--- src/rtl/cu_pkg.sv ---
// Shared types and constants for the row-fetch responder.
package cu_pkg;

  typedef enum logic [1:0] {
    IDLE  = 2'd0,
    FETCH = 2'd1,
    DRAIN = 2'd2,
    DONE  = 2'd3
  } rowfetch_state_t;

  localparam int SKID_DEPTH = 2;
  localparam int SKID_CNT_W = $clog2(SKID_DEPTH + 1);
  localparam logic [SKID_CNT_W-1:0] SKID_FULL = SKID_CNT_W'(SKID_DEPTH);

endpackage

--- src/rtl/row_fetch_responder_if.sv ---
// Command, BRAM read port and pixel stream of the row-fetch responder.
// The master modport is the responder's view; slave is its environment.
interface row_fetch_responder_if #(
  parameter int ADDR_WIDTH = 16,
  parameter int DATA_WIDTH = 8,
  parameter int IMG_WIDTH  = 640,
  parameter int COL_WIDTH  = $clog2(IMG_WIDTH)
);
  logic                  start;
  logic [ADDR_WIDTH-1:0] row_base_addr;
  logic                  busy;
  logic                  done;
  logic                  bram_rd_en;
  logic [ADDR_WIDTH-1:0] bram_rd_addr;
  logic [DATA_WIDTH-1:0] bram_rd_data;
  logic                  pix_valid;
  logic [DATA_WIDTH-1:0] pix_data;
  logic [COL_WIDTH-1:0]  pix_col;
  logic                  pix_last;
  logic                  pix_ready;

  modport master (
    input  start, row_base_addr, bram_rd_data, pix_ready,
    output busy, done, bram_rd_en, bram_rd_addr,
           pix_valid, pix_data, pix_col, pix_last
  );

  modport slave (
    output start, row_base_addr, bram_rd_data, pix_ready,
    input  busy, done, bram_rd_en, bram_rd_addr,
           pix_valid, pix_data, pix_col, pix_last
  );
endinterface

--- src/rtl/skid_fifo2.sv ---
// Two-entry register FIFO; the head entry is always a register so the
// consumer sees a clean value. A push into a full FIFO is only honoured
// when a pop happens in the same cycle.
module skid_fifo2
  import cu_pkg::*;
#(
  parameter int WIDTH = 8
) (
  input  logic                  clk,
  input  logic                  reset,
  input  logic                  push,
  input  logic [WIDTH-1:0]      din,
  input  logic                  pop,
  output logic [SKID_CNT_W-1:0] count,
  output logic [WIDTH-1:0]      head
);

  logic [WIDTH-1:0] entry1;
  logic             do_pop;
  logic             do_push;

  assign do_pop  = pop && (count != '0);
  assign do_push = push && ((count != SKID_FULL) || do_pop);

  // Shift the second entry into the head on pop, land new data behind it.
  always_ff @(posedge clk or negedge reset) begin
    if (!reset) begin
      count  <= '0;
      head   <= '0;
      entry1 <= '0;
    end else begin
      unique case ({do_push, do_pop})
        2'b10: begin
          if (count == '0) head <= din;
          else             entry1 <= din;
          count <= count + SKID_CNT_W'(1);
        end
        2'b01: begin
          head  <= entry1;
          count <= count - SKID_CNT_W'(1);
        end
        2'b11: begin
          if (count == SKID_CNT_W'(1)) begin
            head <= din;
          end else begin
            head   <= entry1;
            entry1 <= din;
          end
        end
        default: ;
      endcase
    end
  end

endmodule

--- src/rtl/row_fetch_responder.sv ---
// Fetches one image row from a 1-cycle-latency BRAM and streams it out
// over valid/ready, pulsing done after the last pixel is accepted.
// Reads are credit-limited so the two-entry skid buffer cannot overflow.
module row_fetch_responder
  import cu_pkg::*;
#(
  parameter int ADDR_WIDTH = 16,
  parameter int DATA_WIDTH = 8,
  parameter int IMG_WIDTH  = 640,
  parameter int COL_WIDTH  = $clog2(IMG_WIDTH)
) (
  input  logic                   clk,
  input  logic                   reset,
  row_fetch_responder_if.master  bus
);

  localparam int ENTRY_W = DATA_WIDTH + COL_WIDTH + 1;
  localparam logic [COL_WIDTH-1:0] LAST_COL = COL_WIDTH'(IMG_WIDTH - 1);

  rowfetch_state_t       state_q, state_d;
  logic [ADDR_WIDTH-1:0] base_addr;
  logic [COL_WIDTH-1:0]  issue_col;
  logic [COL_WIDTH-1:0]  out_col;
  logic                  inflight;
  logic                  rd_en;
  logic                  credit;
  logic [2:0]            occupancy;
  logic                  skid_pop;
  logic [SKID_CNT_W-1:0] skid_count;
  logic [ENTRY_W-1:0]    skid_head;
  logic [ENTRY_W-1:0]    push_entry;
  logic                  pix_handshake;
  logic                  last_accepted;
  logic                  start_accept;

  assign start_accept  = (state_q == IDLE) && bus.start;
  assign pix_handshake = bus.pix_valid && bus.pix_ready;
  assign skid_pop      = (skid_count != '0) && (!bus.pix_valid || bus.pix_ready);
  assign occupancy     = 3'(skid_count) + 3'(inflight) - 3'(skid_pop);
  assign credit        = occupancy < 3'(SKID_DEPTH);
  assign last_accepted = pix_handshake && bus.pix_last && (skid_count == '0) && !inflight;
  assign push_entry    = {bus.bram_rd_data, out_col, out_col == LAST_COL};

  assign bus.bram_rd_en   = rd_en;
  assign bus.bram_rd_addr = rd_en ? base_addr + ADDR_WIDTH'(issue_col) : '0;
  assign bus.busy         = (state_q == FETCH) || (state_q == DRAIN);
  assign bus.done         = (state_q == DONE);

  // Sequencing: issue reads while credit allows, drain, then a done pulse.
  always_comb begin
    state_d = state_q;
    rd_en   = 1'b0;
    unique case (state_q)
      IDLE: begin
        if (bus.start) state_d = FETCH;
      end
      FETCH: begin
        rd_en = credit;
        if (credit && (issue_col == LAST_COL)) state_d = DRAIN;
      end
      DRAIN: begin
        if (last_accepted) state_d = DONE;
      end
      DONE: begin
        state_d = IDLE;
      end
      default: state_d = IDLE;
    endcase
  end

  // State register.
  always_ff @(posedge clk or negedge reset) begin
    if (!reset) state_q <= IDLE;
    else        state_q <= state_d;
  end

  // Row base capture, read/column counters and the one-cycle read tracker.
  always_ff @(posedge clk or negedge reset) begin
    if (!reset) begin
      base_addr <= '0;
      issue_col <= '0;
      out_col   <= '0;
      inflight  <= 1'b0;
    end else begin
      inflight <= rd_en;
      if (start_accept) begin
        base_addr <= bus.row_base_addr;
        issue_col <= '0;
        out_col   <= '0;
      end else begin
        if (rd_en)    issue_col <= issue_col + COL_WIDTH'(1);
        if (inflight) out_col   <= out_col + COL_WIDTH'(1);
      end
    end
  end

  skid_fifo2 #(
    .WIDTH(ENTRY_W)
  ) u_skid (
    .clk   (clk),
    .reset (reset),
    .push  (inflight),
    .din   (push_entry),
    .pop   (skid_pop),
    .count (skid_count),
    .head  (skid_head)
  );

  // Output register: reload from the buffer head when empty or accepted.
  always_ff @(posedge clk or negedge reset) begin
    if (!reset) begin
      bus.pix_valid <= 1'b0;
      bus.pix_data  <= '0;
      bus.pix_col   <= '0;
      bus.pix_last  <= 1'b0;
    end else if (skid_pop) begin
      bus.pix_valid <= 1'b1;
      {bus.pix_data, bus.pix_col, bus.pix_last} <= skid_head;
    end else if (pix_handshake) begin
      bus.pix_valid <= 1'b0;
      bus.pix_data  <= '0;
      bus.pix_col   <= '0;
      bus.pix_last  <= 1'b0;
    end
  end

endmodule
--- src/flat_wrapper.sv ---
// flat-port wrapper written by rule: the top's interface ports become plain ports
module row_fetch_responder_flat import cu_pkg::*;
#(
  parameter int ADDR_WIDTH = 16,
  parameter int DATA_WIDTH = 8,
  parameter int IMG_WIDTH  = 640,
  parameter int COL_WIDTH  = $clog2(IMG_WIDTH)
)
  (clk, reset, bus_start, bus_row_base_addr, bus_bram_rd_data, bus_pix_ready, bus_busy, bus_done, bus_bram_rd_en, bus_bram_rd_addr, bus_pix_valid, bus_pix_data, bus_pix_col, bus_pix_last);
  row_fetch_responder_if #(.ADDR_WIDTH(ADDR_WIDTH), .DATA_WIDTH(DATA_WIDTH), .IMG_WIDTH(IMG_WIDTH), .COL_WIDTH(COL_WIDTH)) bus_i ();
  input  logic clk;
  input  logic reset;
  input wire logic [$bits(bus_i.start)-1:0] bus_start;
  input wire logic [$bits(bus_i.row_base_addr)-1:0] bus_row_base_addr;
  input wire logic [$bits(bus_i.bram_rd_data)-1:0] bus_bram_rd_data;
  input wire logic [$bits(bus_i.pix_ready)-1:0] bus_pix_ready;
  output wire logic [$bits(bus_i.busy)-1:0] bus_busy;
  output wire logic [$bits(bus_i.done)-1:0] bus_done;
  output wire logic [$bits(bus_i.bram_rd_en)-1:0] bus_bram_rd_en;
  output wire logic [$bits(bus_i.bram_rd_addr)-1:0] bus_bram_rd_addr;
  output wire logic [$bits(bus_i.pix_valid)-1:0] bus_pix_valid;
  output wire logic [$bits(bus_i.pix_data)-1:0] bus_pix_data;
  output wire logic [$bits(bus_i.pix_col)-1:0] bus_pix_col;
  output wire logic [$bits(bus_i.pix_last)-1:0] bus_pix_last;
  assign bus_i.start = bus_start;
  assign bus_i.row_base_addr = bus_row_base_addr;
  assign bus_i.bram_rd_data = bus_bram_rd_data;
  assign bus_i.pix_ready = bus_pix_ready;
  assign bus_busy = bus_i.busy;
  assign bus_done = bus_i.done;
  assign bus_bram_rd_en = bus_i.bram_rd_en;
  assign bus_bram_rd_addr = bus_i.bram_rd_addr;
  assign bus_pix_valid = bus_i.pix_valid;
  assign bus_pix_data = bus_i.pix_data;
  assign bus_pix_col = bus_i.pix_col;
  assign bus_pix_last = bus_i.pix_last;
  row_fetch_responder #(.ADDR_WIDTH(ADDR_WIDTH), .DATA_WIDTH(DATA_WIDTH), .IMG_WIDTH(IMG_WIDTH), .COL_WIDTH(COL_WIDTH)) u_core (.clk(clk), .reset(reset), .bus(bus_i));
endmodule
--- config.mk ---
export PLATFORM = sky130hd
export DESIGN_NAME = row_fetch_responder_flat
export DESIGN_NICKNAME = d
export VERILOG_FILES = /design/src/rtl/cu_pkg.sv /design/src/rtl/row_fetch_responder_if.sv /design/src/rtl/skid_fifo2.sv /design/src/rtl/row_fetch_responder.sv /design/src/flat_wrapper.sv
export SDC_FILE = /design/constraint.sdc
export NUM_CORES = 1
export LEC_CHECK = 0
export ABC_AREA = 1
export BUFFER_PORTS_ARGS = -buffer_cell sky130_fd_sc_hd__buf_2
export CAP_MARGIN = 10
export CORE_AREA = 2 2 101 103
export DETAILED_ROUTE_END_ITERATION = 16
export DIE_AREA = 0 0 103 105
export PLACE_DENSITY = 0.91
export SLEW_MARGIN = 20
export SYNTH_ARGS = -nofsm -noshare
export SYNTH_HDL_FRONTEND = slang
export SYNTH_HIERARCHICAL = 1
export SYNTH_SLANG_ARGS = --single-unit
--- constraint.sdc ---
create_clock -name clk -period 9.2 [get_ports clk]
set_input_delay 2.76 -clock clk [delete_from_list [all_inputs] [get_ports clk]]
set_output_delay 2.76 -clock clk [all_outputs]
set_load 0.1 [all_outputs]
## Word-level counts from Yosys, hierarchy flattened

Cells that the tools add are included.

| word-level totals | value |
|---|---|
| register bits | 99 |
| latch bits | 0 |
| RAM bits | 0 |
| ROM bits | 0 |
| output and inout bits | 39 |
| logic and storage cells | 86 |
| memories kept | 0 |

| cells by class | value |
|---|---|
| $add $sub $neg | 7 |
| $mul | 0 |
| div/mod/pow operators | 0 |
| $lt $le $gt $ge | 1 |
| eq/ne operators | 16 |
| shift-type cells | 0 |
| muxes and demuxes | 24 |
| bitwise operators | 0 |
| reductions and logical operators | 26 |

Operator list:

| cell | count |
|---|---|
| $mux 19 | 4 |
| $mux 10 | 6 |
| $pmux 19 s3 | 1 |
| $pmux 19 s2 | 1 |
| $add 10x1->10 const B | 2 |
| $eq 10x10->1 const B | 2 |
| $add 16x10->16 | 1 |
| $mux 16 | 1 |
| $mux 8 | 2 |
| $reduce_bool 2->1 | 6 |
| $ne 2x2->1 const B | 5 |
| $logic_and 1x1->1 | 9 |
| $eq 2x2->1 const B | 4 |
| $pmux 2 s4 | 1 |
| $eq 2x1->1 const B | 3 |
| $mux 2 | 3 |
| $reduce_and 3->1 | 2 |
| $logic_not 2->1 | 2 |
| $mux 1 | 4 |
| $ne 2x1->1 const B | 2 |
| $pmux 2 s2 | 1 |
| $add 2x1->3 | 1 |
| $logic_or 1x1->1 | 3 |
| $lt 3x2->1 const B | 1 |
| other kinds (6) | 7 |

## Logic depth before layout (Yosys ltp)

Gate-level depths: netlist of run 1.

| depth | value |
|---|---|
| depth after elaboration | 9 |
| mapped depth | 15 |
| depth with buffers taken out | 14 |

## By module

The synthesis of run 1 kept the hierarchy.

Modules (own cells, without submodules):

| module | times used | cells each | area each (µm²) | seq. area each (µm²) |
|---|---|---|---|---|
| row_fetch_responder | 1 | 500 | 3560.9 | 1476.4 |
| skid_fifo2 | 1 | 279 | 2123.3 | 1001.0 |

## Worst setup path after synthesis of run 1

No wires, ideal clock.

| timing path | value |
|---|---|
| kind | input-to-output |
| start | input port bus_pix_ready |
| end | output port bus_bram_rd_addr[10] |
| data arrival time | 6228 ps |
| required time | 6440 ps |
| path slack | 212 ps |
| cell stages on the path | 11 |
| buffers on the path | 2 |
| cell sequence | nor2_1 -> nor2_1 -> buf_2 -> ha_1 -> or2_2 -> fa_1 -> nand3_2 -> nor2_4 -> buf_4 -> nand2_1 -> nor2_1 |

| between the ends | value |
|---|---|
| longest elaborated chain between the ends | 6 |

RTL lines:

| what | line | RTL |
|---|---|---|
| start, declared | flat_wrapper.sv:16 | `input wire logic [$bits(bus_i.pix_ready)-1:0] bus_pix_ready;` |
| $logic_or 1x1->1 | row_fetch_responder.sv:38 | `assign skid_pop = (skid_count != '0) && (!bus.pix_valid \|\| bus.pix_ready);` |
| $logic_and 1x1->1 | row_fetch_responder.sv:38 |  |
| via u_core.skid_pop | row_fetch_responder.sv:28 | `logic skid_pop;` |
| $sub 3x1->3 | row_fetch_responder.sv:39 | `assign occupancy = 3'(skid_count) + 3'(inflight) - 3'(skid_pop);` |
| $lt 3x2->1 | row_fetch_responder.sv:40 | `assign credit = occupancy < 3'(SKID_DEPTH);` |
| $mux 1 | row_fetch_responder.sv:53 | `unique case (state_q)` |
| via bus_bram_rd_en | flat_wrapper.sv:19 | `output wire logic [$bits(bus_i.bram_rd_en)-1:0] bus_bram_rd_en;` |
| $mux 16 | row_fetch_responder.sv:45 | `assign bus.bram_rd_addr = rd_en ? base_addr + ADDR_WIDTH'(issue_col) : '0;` |
| end, declared | flat_wrapper.sv:20 | `output wire logic [$bits(bus_i.bram_rd_addr)-1:0] bus_bram_rd_addr;` |

The timed path passes the listed nets, and every way through them passes these cells.

## Final worst setup path of run 1

| timing path | value |
|---|---|
| start | input port bus_pix_ready |
| end | output port bus_bram_rd_addr[1] |

| between the ends | value |
|---|---|
| longest elaborated chain between the ends | 6 |

RTL lines:

| what | line |
|---|---|
| $logic_or 1x1->1 | row_fetch_responder.sv:38 |
| $logic_and 1x1->1 | row_fetch_responder.sv:38 |
| $sub 3x1->3 | row_fetch_responder.sv:39 |
| $lt 3x2->1 | row_fetch_responder.sv:40 |
| $mux 1 | row_fetch_responder.sv:53 |
| $mux 16 | row_fetch_responder.sv:45 |

Every way passes these cells.

==> results of run 1 <==
[per-layer routing]
metal  vias up  track usage (%)
met4         0             7.80
met5         -                0
met3        16             4.95
met2       239             39.1
met1      2468             37.6
li1       2570                -
[kinds of logic after synthesis]
kind of cell	count (synthesis)	synth area share, %
buffers and inverters	141	10.6
AOI/OAI and AO/OA	52	4.64
and+or+nand+nor	464	35.8
DFF	99	43.6
adders and majority gates	23	5.33
[power breakdown]
part | internal (mW) | switching, mW | total, mW | leakage (nW)
Sequential | 0.582 | 0.105 | 0.687 | 1.29
Combinational | 0.313 | 0.952 | 1.26 | 2.19
Clock | 0.136 | 0.170 | 0.305 | 0.115
[area by class of cell]
| type | instances | area (um2) |
|---|---|---|
| inverters | 113 | 424 |
| clock buffers | 9 | 124 |
| well taps | 133 | 166 |
| fillers | 768 | 3110 |
| clock inverters | 7 | 113 |
| repair buffers | 70 | 618 |
| flip-flops and latches | 99 | 2480 |
| multi-input cells | 539 | 2610 |
[cells in the mapped netlist (all sizes together)]
cell type and instances:
a21oi 24, a22oi 1, a31oi 1, buf 23
clkbuf 5, dfrtp 99, fa 2, ha 21
inv 113, nand2 282, nand3 99, nand3b 2
nand4 26, nor2 37, nor3 14, nor4 1
o21ai 26, or2 3
[state kept, by name (all words and copies together) (netlist names)]
name / flops
u_core/u_skid/entry1: 19
u_core/bus.pix_col: 10
u_core/u_skid/count: 2
u_core/base_addr: 16
u_core/issue_col: 10
u_core/bus.pix_data: 8
u_core/inflight: 1
u_core/bus.pix_last: 1
u_core/state_q: 2
u_core/bus.pix_valid: 1
u_core/out_col: 10
u_core/u_skid/head: 19
[metrics by stage]
stage | instances | total power, mW | setup slack, ns | util [%] | hold slack (ns)
global route | 970 | 2.42 | 0.885 | 67.7 | 0.501
floorplan | 779 | 1.69 | 0.212 | - | 0.442
finish | 970 | 2.26 | 1.12 | 67.7 | 0.482
global placement | 954 | 1.90 | 1.19 | 65.2 | 0.454
CTS | 970 | 2.25 | 1.13 | 67.7 | 0.483
detailed placement | 954 | 1.93 | 1.14 | 65.3 | 0.458
[path summary, 6_finish.rpt]
path | cells past startpoint | to | slack [ns]
setup / recovery | 12 | bus_bram_rd_addr[1] | 1.12
hold / removal | 2 | u_core/u_skid/entry1[14] | 0.48
setup reg to reg | 12 | u_core/issue_col[7] | 6.15
hold reg to reg | 2 | u_core/u_skid/entry1[14] | 0.48
max in group asynchronous | 2 | u_core/base_addr[10] | 5.74
min in group asynchronous | 1 | u_core/base_addr[1] | 2.40
[worst min-delay path, stage by stage, from the launching register on]
cell	delay (ns)
dfrtp_1	0.36
nand2_1	0.05
nand2_1	0.04
==> flow_summary.yaml, run 1 <==
route:
  top_layer: "met4"
  viasPerCell: 5.46
  drt-met1-wl_um: 5760
  drc: 0
  drtIter0Drc: 606
  ant_nets: 0
  via_count: 5293
  finalWirelength_um: 13200
  firstDrtPassIters: 6
  wl_per_cell_um: 13.6
  met2_length_um: 6240
  wl_met3_um: 1040
clock_network:
  cts_sinks: 99
  root_buffer: "clkbuf_8"
  hold_buffers: 0
  htreeDepth: 3
  cts_resized: 0
  clk_pin_slew_worst_paths_ns: 0.10
  post_cts_buffers: 0
  cts_buffers: 9
  cts_tree: "done"
  clk_latency_ns: 0.37
  clockBufferDepth: 2
power_and_ir_drop:
  pwr_density_cell_nw_per_um2: 346
  p_leak_nw: 3.60
  peakVddDrop_mv: 0.378
placement:
  io_buffers: 66
  gp_congestion: 0.930
  post_dp_cell_area_um2: 6290
  dpl.hpwl_um: 9270
layout:
  diodes: 0
  layout_common_cells: "276 x nand2_1, 108 x inv_1, 99 x dfrtp_1"
  synthToLayoutAreaGrowth_pct: 14.8
  final_common_cell: "nand2_1"
  nets: 883
  fin_area_um2: 6530
  final_layout_size_suffix_gt1_share_pct: 12.9
floorplan:
  core_um2: 9640
  row_count: 36
  io_pins: 67
  start_util_pct: 59.0
  die_w_um: 103
  die-area_um2: 10800
  fp.dieH_um: 105
synthesis:
  yosys_warnings: 6
  avgSynthCellArea_um2: 7.30
  ys_ff_latch: 99
  synth_top_cell_area_share_pct: 43.6
  ys_seq_area_share_pct: 43.6
  post-synth-top-area-cell: "dfrtp_1"
  synth_cell_type_count: 29
  syn_area_um2: 5680
  netlist_instances: 779
  syn_nets: 830
  yosys-top-cells-area: "dfrtp_1 44%, nand2_1 18%, nand3_1 8.2%"
timing:
  tightest_slew_ns: 1.03
  setup_viol: 0
  min_period_over_period_pct: 87.8
  fmax_mhz: 124
  finalSetupTns_ns: 0
  fin_skew_ns: 0.0106
  grt_setup_unrepaired: "false"
  hold_violations: 0
  drv_slew: 0
  relSlewSlack_pct: 31.3
  layout_min_cycle_time_ns: 8.08
global_route:
  grt_pass1_wl_um: 22500
  grt_pass1_vias: 4815
  groute.usage.overall_pct: 25.8
  antenna_found_initial: 0
  grt-ovfl-total: 0
  grt_max_degree: 52
worst_setup_path:
  path_cells: "buf_2 > nor2_1 > nor2_1 > ha_1 > or2_2 > fa_1 > nand3_2 > nor2_4 > buf_4 > inv_2 > nor2_1 > buf_12"
  reg2reg_from: "u_core/u_skid/count[1]"
  required_ns: 6.44
  cp.arrival_ns: 5.32
  path_buf_inv: 4
  crit_fanout: 15
  slowest_delay_ns: 0.50
  worst_setup_path_end_kind: "output pin"
  crit_path_frequent_cell: "nor2_1"
  critPathSlowestCell: "fa_1"
  startpoint: "bus_pix_ready"
  cp_top_family: "simple AND/OR/NAND/NOR gates"
  worstSetupStartpointType: "primary input"
  path_class: "in -> out"
worst_hold_path:
  min_from: "u_core/u_skid/entry1[14]"
  min_path_type: "reg -> reg"
outcome:
  status: "finished, final reports clean"
flow_run:
  cap_viol_max_count: 0
Note: power is estimated with default switching activity, not from simulation.
==> run 2: changes to the inputs <==
CORE_AREA = 2 2 99 101   (was 2 2 101 103)
DIE_AREA = 0 0 101 103   (was 0 0 103 105)
SYNTH_HIERARCHICAL = unset   (was 1)
==> run 2 against run 1 <==
Combinational power down 13%. Synthesized area down 4.2%. Utilization fell by 2.2 points. Die area fell by 3.8%. Global-route usage decreased by 2.8 points. Clock power barely moved. Sequential share of layout area increased by 2.0 points. Routed wire length is 15% lower. Via count decreased by 11%. Total power fell by 10%. Critical path type unchanged. Critical endpoint is now bus_bram_rd_addr[8]. Largest power group unchanged.
==> flow_summary.yaml, run 2 <==
outcome:
  status: "finished, final reports clean"
clock_network:
  clk_latency_ns: 0.37
  post_cts_buffers: 0
  cts_sinks: 99
  hold_buffers: 0
  root_buffer: "clkbuf_8"
  clk_pin_slew_worst_paths_ns: 0.10
  clockBufferDepth: 2
  cts_tree: "done"
  htreeDepth: 3
  cts_resized: 0
  cts_buffers: 9
synthesis:
  synth_most_common_cell: "nand2_1"
  synth_cell_type_count: 35
  synth_top_cell_area_share_pct: 45.5
  ys_ff_latch: 99
  avgSynthCellArea_um2: 7.64
  yosys-top-cells-area: "dfrtp_1 45%, nand2_1 13%, inv_1 7.9%"
  netlist_instances: 713
  async_flop_share_pct: 100
  post-synth-top-area-cell: "dfrtp_1"
  synth_edf_count: 0
  ys.flop_type: "dfrtp_1"
  syn_nets: 766
  yosys_warnings: 0
  syn_area_um2: 5450
  synth_top_cells_by_count: "195 x nand2_1, 115 x inv_1, 99 x dfrtp_1, 67 x o21ai_0, 50 x nand3_1"
  ys_seq_area_share_pct: 45.5
worst_setup_path:
  r2r_cells: 16
  path_cells: "buf_2 > nor2_2 > inv_2 > nand2_4 > inv_1 > ha_1 > or2_2 > fa_1 > nand3_1 > nor2_2 > inv_1 > nor3b_2 > buf_12"
  crit_fanout: 23
  cp_num_cells: 13
  path_buf_inv: 5
  reg2reg_slack_ns: 5.50
  reg2reg_from: "u_core.u_skid.count[1]"
  crit_path_end: "bus_bram_rd_addr[8]"
  cp.arrival_ns: 5.82
  worst_setup_path_end_kind: "output pin"
  slowest_delay_ns: 0.50
  worstSetupStartpointType: "primary input"
  startpoint: "bus_pix_ready"
  path_class: "in -> out"
  cp_top_family: "simple AND/OR/NAND/NOR gates"
  r2r_end: "u_core.issue_col[5]"
  critPathSlowestCell: "nor2_2"
  required_ns: 6.44
route:
  viasPerCell: 5.31
  top_layer: "met4"
  finalWirelength_um: 11300
  via_count: 4725
  wl_per_cell_um: 12.7
  ant_nets: 0
  drt-met1-wl_um: 4990
  drc: 0
  drtIter0Drc: 209
  met2_length_um: 5440
  firstDrtPassIters: 5
  wl_met3_um: 623
layout:
  diodes: 0
  fin_area_um2: 6200
  final_common_cell: "nand2_1"
  seq_area_um2: 2480
  fillerInstances: 780
  reg_top3: "u_core.u_skid.entry1 x19, u_core.u_skid.head x19, u_core.base_addr x16"
  synthToLayoutAreaGrowth_pct: 13.8
  postLayoutCoreUtil_pct: 65.5
  multi_input_area_um2: 2400
  final_layout_size_suffix_gt1_share_pct: 14.4
  layout_common_cells: "195 x nand2_1, 115 x inv_1, 99 x dfrtp_1"
  nets: 824
floorplan:
  row_count: 36
  core_um2: 9460
  die_w_um: 101
  fp.dieH_um: 103
  start_util_pct: 57.6
  die-area_um2: 10400
  io_pins: 67
timing:
  drv_slew: 0
  min_period_over_period_pct: 93.2
  setup_viol: 0
  fin_skew_ns: 0.0141
  tightest_slew_ns: 0.947
  grt_setup_unrepaired: "false"
  relSlewSlack_pct: 36.7
  layout_min_cycle_time_ns: 8.58
  hold_violations: 0
  finalSetupTns_ns: 0
  fmax_mhz: 117
power_and_ir_drop:
  switching_share_pct: 52.9
  clockPowerShare_pct: 14.9
  p_seq_share_pct: 31.4
  power_frac_comb_pct: 53.6
  p_int_mw: 0.954
  pwr_density_cell_nw_per_um2: 327
  peakVddDrop_mv: 0.215
  p_leak_nw: 3.19
  power.switching_mw: 1.07
global_route:
  groute.usage.overall_pct: 23.0
  grt_pass1_vias: 4318
  grt_pass1_wl_um: 19300
  antenna_found_initial: 0
  grt-ovfl-total: 0
  grt_max_degree: 60
placement:
  dpl.hpwl_um: 8110
  post_dp_cell_area_um2: 5980
  gp_congestion: 0.875
  io_buffers: 66
flow_run:
  cap_viol_max_count: 0
worst_hold_path:
  min_path_type: "reg -> reg"
-- run 2: metrics by stage --
| stage | setup slack, ns | hold slack (ns) | std cells | power, mW |
|---|---|---|---|---|
| 2_1_floorplan | 0.0533 | 0.453 | 713 | 1.52 |
| 3_3_place_gp | 0.716 | 0.464 | 874 | 1.70 |
| 3_5_place_dp | 0.605 | 0.470 | 874 | 1.73 |
| 4_1_cts | 0.593 | 0.496 | 890 | 2.03 |
| 5_1_grt | 0.361 | 0.513 | 890 | 2.17 |
| 6_report | 0.622 | 0.496 | 890 | 2.03 |
-- run 2: layout make-up --
type                            count  area share (%)
Timing Repair Buffer               70            8.28
Sequential cell                    99            40.0
Inverter                          120            7.27
Tap cell                          114            2.30
Multi-Input combinational cell    471            38.7
Clock inverter                      7            1.53
Clock buffer                        9            2.00
-- run 2: how the worst min path moves through the flow --
stage | from | to | slack [ns] | cells after the start
floorplan | u_core.base_addr[0] | u_core.base_addr[0] | 0.45 | 2
global placement | u_core.u_skid.entry1[15] | u_core.u_skid.entry1[15] | 0.46 | 2
detailed placement | u_core.u_skid.entry1[15] | u_core.u_skid.entry1[15] | 0.47 | 2
CTS | u_core.u_skid.entry1[15] | u_core.u_skid.entry1[15] | 0.50 | 2
global route | u_core.u_skid.entry1[11] | u_core.u_skid.entry1[11] | 0.51 | 2
finish | u_core.u_skid.entry1[1] | u_core.u_skid.entry1[1] | 0.50 | 2
-- run 2: worst register-to-register path: stages (launching register included) --
cell and delay (ns):
dfrtp_1 0.46, inv_2 0.11, ha_1 0.27, inv_2 0.07, nand2_4 0.23, inv_1 0.11
ha_1 0.28, or2_2 0.30, fa_1 0.49, nand3_1 0.12, nor2_2 0.50, buf_4 0.29
nand2_1 0.10, nor2_1 0.13, nand2_1 0.06, nand2_1 0.06, nor2_1 0.04
-- run 2: power groups by stage --
stage,logic [mW],registers [mW],clock network [mW]
final,1.09,0.637,0.302
after global routing,1.19,0.651,0.327
after CTS,1.09,0.637,0.305
after detailed placement,1.09,0.645,0
after global placement,1.06,0.639,0
after floorplan,0.716,0.802,0
-- run 2: cell families after synthesis --
logic type	count (synthesis)	share of synthesized area, %
and+or+nand+nor	318	24.5
AOI/OAI and AO/OA	126	13.1
adders and majority gates	25	6.02
xor gates and xnor gates	2	0.322
DFF	99	45.5
buffers and inverters	143	10.6
-- run 2: routing by layer --
metal,vias to the layer above,GRT usage (%)
li1,2381,-
met1,2177,30.3
met2,147,39.6
met3,20,3.39
met4,0,7.07
met5,-,0
